[src/rtl/pipeline_pkg.sv]
// Shared definitions for the 4-stage pipeline hazard controller.
//   bs_e           : branch-select encoding carried by the decoder control word
//   R0_ADDR        : hard-wired zero register; never a real dependency
//   REG_AW_DEFAULT : default register address width (DA/AA/BA)
//   slot_t         : control fields tracked for an instruction in EX
package pipeline_pkg;

  localparam int REG_AW_DEFAULT = 5;
  localparam int R0_ADDR        = 0;

  typedef enum logic [1:0] {
    BS_NONE = 2'b00,
    BS_COND = 2'b01,
    BS_JMR  = 2'b10,
    BS_JUMP = 2'b11
  } bs_e;

  typedef struct packed {
    logic                      v;
    logic                      rw;
    logic [REG_AW_DEFAULT-1:0] da;
    bs_e                       bs;
    logic                      ps;
  } slot_t;

endpackage

[src/rtl/pipeline_hazard_controller_compare.sv]
// hazard_compare: combinational 2-source x 2-destination address matcher.
//   src_a/src_b     : source read addresses, src_*_en qualifies a real read
//   dst0/dst1       : outstanding destination addresses, dst*_en qualifies a real write
//   hit             : some enabled, non-R0 source matches some enabled destination
module hazard_compare
  import pipeline_pkg::*;
#(
  parameter int AW = REG_AW_DEFAULT
) (
  input  logic [AW-1:0] src_a,
  input  logic          src_a_en,
  input  logic [AW-1:0] src_b,
  input  logic          src_b_en,
  input  logic [AW-1:0] dst0,
  input  logic          dst0_en,
  input  logic [AW-1:0] dst1,
  input  logic          dst1_en,
  output logic          hit
);

  logic a_live, b_live;
  logic a_hit, b_hit;

  // R0 reads as constant zero, so it can never depend on an older write.
  assign a_live = src_a_en & (src_a != AW'(R0_ADDR));
  assign b_live = src_b_en & (src_b != AW'(R0_ADDR));

  assign a_hit = (dst0_en & (src_a == dst0)) | (dst1_en & (src_a == dst1));
  assign b_hit = (dst0_en & (src_b == dst0)) | (dst1_en & (src_b == dst1));

  assign hit = (a_live & a_hit) | (b_live & b_hit);

endmodule

[src/rtl/pipeline_hazard_controller.sv]
// pipeline_hazard_controller: stall/flush sequencing for the IF/DOF/EX/WB pipeline.
//   Inputs : DOF control word (dof_*), EX zero flag (ex_zero)
//   Outputs: pc_hold/ir_hold/ex_bubble for RAW stalls, ir_flush/branch_taken
//            for branches resolved in EX, saturating stall_cnt/flush_cnt.
//   The EX and WB slots mirror the control fields of the instructions that
//   are still ahead of DOF, which is all the hazard detection needs.
module pipeline_hazard_controller
  import pipeline_pkg::*;
#(
  parameter int REG_AW = REG_AW_DEFAULT,
  parameter int CNT_W  = 16
) (
  input  logic              clk,
  input  logic              rst,
  input  logic              dof_valid,
  input  logic [REG_AW-1:0] dof_aa,
  input  logic [REG_AW-1:0] dof_ba,
  input  logic              dof_ma,
  input  logic              dof_mb,
  input  logic              dof_rw,
  input  logic [REG_AW-1:0] dof_da,
  input  logic [1:0]        dof_bs,
  input  logic              dof_ps,
  input  logic              ex_zero,
  output logic              pc_hold,
  output logic              ir_hold,
  output logic              ex_bubble,
  output logic              ir_flush,
  output logic              branch_taken,
  output logic [CNT_W-1:0]  stall_cnt,
  output logic [CNT_W-1:0]  flush_cnt
);

  logic              ex_v, ex_rw, ex_ps;
  logic [REG_AW-1:0] ex_da;
  bs_e               ex_bs;
  logic              wb_v, wb_rw;
  logic [REG_AW-1:0] wb_da;
  logic              hazard, taken;

  // WB still counts as outstanding: the register file has no write-through.
  hazard_compare #(.AW(REG_AW)) u_cmp (
    .src_a    (dof_aa),
    .src_a_en (dof_valid & ~dof_ma),
    .src_b    (dof_ba),
    .src_b_en (dof_valid & ~dof_mb),
    .dst0     (ex_da),
    .dst0_en  (ex_v & ex_rw),
    .dst1     (wb_da),
    .dst1_en  (wb_v & wb_rw),
    .hit      (hazard)
  );

  always_comb begin
    taken = 1'b0;
    if (ex_v) begin
      case (ex_bs)
        BS_COND:         taken = ex_zero ^ ex_ps;
        BS_JMR, BS_JUMP: taken = 1'b1;
        default:         taken = 1'b0;
      endcase
    end
  end

  // A taken branch squashes the DOF instruction, so any hazard it has is moot.
  always_comb begin
    pc_hold      = 1'b0;
    ir_hold      = 1'b0;
    ex_bubble    = 1'b0;
    ir_flush     = 1'b0;
    branch_taken = 1'b0;
    if (taken) begin
      branch_taken = 1'b1;
      ir_flush     = 1'b1;
      ex_bubble    = 1'b1;
    end else if (hazard) begin
      pc_hold   = 1'b1;
      ir_hold   = 1'b1;
      ex_bubble = 1'b1;
    end
  end

  always_ff @(posedge clk or posedge rst) begin
    if (rst) begin
      ex_v  <= 1'b0;
      ex_rw <= 1'b0;
      ex_da <= '0;
      ex_bs <= BS_NONE;
      ex_ps <= 1'b0;
      wb_v  <= 1'b0;
      wb_rw <= 1'b0;
      wb_da <= '0;
    end else begin
      wb_v  <= ex_v;
      wb_rw <= ex_rw;
      wb_da <= ex_da;
      if (ex_bubble) begin
        ex_v  <= 1'b0;
        ex_rw <= 1'b0;
        ex_da <= '0;
        ex_bs <= BS_NONE;
        ex_ps <= 1'b0;
      end else begin
        ex_v  <= dof_valid;
        ex_rw <= dof_rw;
        ex_da <= dof_da;
        ex_bs <= bs_e'(dof_bs);
        ex_ps <= dof_ps;
      end
    end
  end

  always_ff @(posedge clk or posedge rst) begin
    if (rst) begin
      stall_cnt <= '0;
      flush_cnt <= '0;
    end else begin
      if (hazard && !taken && (stall_cnt != '1)) stall_cnt <= stall_cnt + CNT_W'(1);
      if (taken && (flush_cnt != '1))            flush_cnt <= flush_cnt + CNT_W'(1);
    end
  end

endmodule
[config.mk]
export PLATFORM = sky130hd
export DESIGN_NAME = pipeline_hazard_controller
export DESIGN_NICKNAME = d
export VERILOG_FILES = /design/src/rtl/pipeline_pkg.sv /design/src/rtl/pipeline_hazard_controller_compare.sv /design/src/rtl/pipeline_hazard_controller.sv
export SDC_FILE = /design/constraint.sdc
export NUM_CORES = 1
export LEC_CHECK = 0
export ABC_AREA = 1
export CAP_MARGIN = 20
export CORE_UTILIZATION = 45
export DETAILED_ROUTE_END_ITERATION = 10
export HOLD_SLACK_MARGIN = 0.03
export PLACE_DENSITY_LB_ADDON = 0.12
export SYNTH_ARGS = -nofsm -noshare
export SYNTH_HDL_FRONTEND = slang
export SYNTH_SLANG_ARGS = --single-unit
export TNS_END_PERCENT = 10
[constraint.sdc]
create_clock -name clk -period 1.9 [get_ports clk]
set_input_delay 0.285 -clock clk [delete_from_list [all_inputs] [get_ports clk]]
set_output_delay 0.285 -clock clk [all_outputs]
set_load 0.05 [all_outputs]
==> metrics.txt <==
Routed Antenna Nets 0; layout cell share with drive strength beyond 1 12.7%; failing checks negative setup slack; Pint ~2 mW; status finished, violations left; Final GP Congestion slightly below 0.9; Ports 62; Max Cap Violations 0; first-pass detailed-route iteration total 4; Via density slightly below 5; sw power 1.35 mW; drt initial violations a little under 100; cell mode on critical path nand2_1; initial antenna violation count 0; Seq/Total Area, Yosys around two fifths; Pleak just over 2 nW; clk root buf clkbuf_8; ANT cells 0; first-pass GRT wire length ~12 mm; #FFs+latches synth 49; Filler cells 598; Initial Util 46.4%; period utilization 104%; Max stage delay cell, worst path clkdlybuf4s50_1; area of the die about 6900 sq um; Syn Inst Count around 420; largest net degree at the start of global routing 31; Comb pwr share a little under two fifths; Post-Syn Area 2950 sq um; Clk pwr share 21.9%; Final Hold Fails 0; die width approximately 83 microns; H-tree Lvls 2; core area about 6300 sq um; TritonCTS clock tree built; worst slew pin tran slightly above 500 ps; Most used DFF post-synth dfrtp_1; Max rail drop VDD 0.000769 V; area of the multi-input gates between 1000 and 1500 sq um; input/output buffers between 60 and 70; GRT Overall Usage 20.5%; Cell Pwr Density 867 nW/um^2; Fmax approximately 510 MHz; crit path buf inv count 4; Worst Setup Path Type input pin to output port; Sequential Power Share roughly 40%; Sw Share about two fifths; FP Rows 29; Storage cell area 1230 sq um; RSZ-0062 raised after global routing yes; dpl hpwl 5.09 mm; Post-Syn Nets roughly 440; number of flops mapped to enable cells by yosys 0; worst-path fanout max 5; Sink Count roughly 50; DR DRC count 0; Total Routed Length between 6 and 7 mm; mean area per synthesized cell around 7 sq um; CP Launch Point dof_aa[0]; clock-pin slew on the worst setup and hold paths ~100 ps; Min-Delay Path Class input pin to async pin; Core Util, Final 61.4%; delay-heaviest family, CP buffers and inverters; CP Data Required Time roughly 1600 ps; Slew Viols, Final 0; Layout Nets 514; P&R area growth vs syn 32.3%; total power about 3.4 mW; clock buffer depth 2; count of cell types in the netlist 26; Critical Path End Type output port; Yosys warnings 0; final critical-path required period just under 2000 ps; number of global-route vias before repair around 2,700; ys async rst share 100%; total CTS buffers 5; crit-path cells clkdlybuf4s50_1, inv_2, nand2_1, nand2_1, nor2_1, nand3_1, nand2_1, nand2_1, nand2_2, inv_2, nor2_4, buf_12; Worst setup SP type input pin; Final setup viols 3; Worst R2R Start stall_cnt[1]; via count about 2,800; grt ovf 0; final setup margin -68.8 ps; pre-CTS WS -178 ps; Clock Latency Late Sink 310 ps; max incr delay on CP roughly 470 ps; Vert. Die Dim slightly above 80 microns; Clock Skew ~13 ps; Wirelength per Cell 11.9 microns; Arr. time, crit path about 1700 ps; Worst slew margin between 60% and 70%
[timing repair]
action,4_1_cts,5_1_grt
resized for setup,14,17
hold buffers,0,0
buffers inserted,0,1
pin swaps,7,12
endpoints found under the setup margin,3,29
[worst register-to-register path, delay by kind of cell (launching register included)]
kind	cells	cell delay [ps]
simple gates	7	880
buf+inv	1	110
fa+ha+maj	1	200
flops	1	410
[placed cells by master (no fill, tap or decap), types with 8 or more instances in the layout]
cell / Yosys / routed
clkdlybuf4s50_1: 0 / 33
buf_12: 0 / 8
dfrtp_1: 49 / 45
xor2_1: 14 / 14
o21ai_1: 8 / 9
xnor2_1: 8 / 8
nor2_1: 55 / 53
nand4_1: 23 / 23
dlygate4sd2_1: 0 / 9
nand2_1: 140 / 140
inv_1: 60 / 51
buf_4: 3 / 18
dlymetal6s2s_1: 0 / 8
inv_2: 1 / 10
nand3_1: 19 / 19
[final cells by class]
cell class                 count  area share (%)
sequential                    49            31.6
clock inverter                 2           0.899
timing repair buffer          76            20.6
multi-input combinational    294            36.6
inverter                      61            5.88
clock buffer                   6            1.86
tap                           77            2.47
[path summary, 6_finish.rpt]
kind                                  to  slack, ps  depth (start not counted)
max in group asynchronous       ex_da[2]       1070                          3
setup / recovery                 ir_hold        -70                         12
min in group clk                   wb_rw        390                          0
setup reg to reg           stall_cnt[14]        220                          9
hold / removal              flush_cnt[8]        300                          2
hold reg to reg                    wb_rw        390                          0
[registers in the layout, summed over array words and instances, names as in the netlist, 2 cells and up]
register and cells:
ex_da 5, ex_bs 2, wb_da 5, flush_cnt 16, stall_cnt 16
[kinds of logic after synthesis]
logic type | share of synthesized area, %
xor+xnor | 6.54
compound gates | 2.85
fa+ha+maj | 0.849
buf+inv | 10.5
simple gates | 37.6
flops | 41.6
[cells in the mapped netlist (2+ instances only)]
library cell | count | area share [%]
o21ai_0 | 4 | 0.68
nand3_1 | 19 | 3.2
nor3_2 | 2 | 0.68
buf_4 | 3 | 0.76
inv_1 | 60 | 7.6
nor2_2 | 2 | 0.42
a21oi_1 | 3 | 0.51
nand4_1 | 23 | 4.9
nand2_2 | 3 | 0.64
xnor2_1 | 8 | 2.4
o21ai_1 | 8 | 1.4
xor2_1 | 14 | 4.2
dfrtp_1 | 49 | 42
nand3_2 | 2 | 0.68
nor3_1 | 5 | 0.85
ha_1 | 2 | 0.85
nor2_1 | 55 | 7.0
buf_6 | 3 | 1.1
buf_2 | 4 | 0.68
nand2_1 | 140 | 18
[metrics by stage]
step | cells | hold WS, ps | TNS, ps | instance area, sq um
6_report | 565 | 296 | -187 | 3900
3_3_place_gp | 556 | 361 | -3230 | 3760
3_5_place_dp | 556 | 360 | -3360 | 3760
4_1_cts | 564 | 306 | -231 | 3860
2_1_floorplan | 415 | 354 | -878 | 2960
5_1_grt | 565 | 330 | -526 | 3900
[per-layer routing]
layer	global-route usage (%)	wire length, microns
met2	36.0	3250
met1	26.0	3090
met4	5.49	76
met3	3.68	299
met5	0	0
[power by group through the flow]
stage,clock network [mW],logic (mW),registers (mW)
after CTS,0.763,1.28,1.36
after floorplan,0,0.449,1.76
final,0.741,1.28,1.36
after detailed placement,0,1.28,1.38
after global placement,0,1.27,1.37
after global routing,0.801,1.39,1.39
Power figures use the tool's default switching activity.
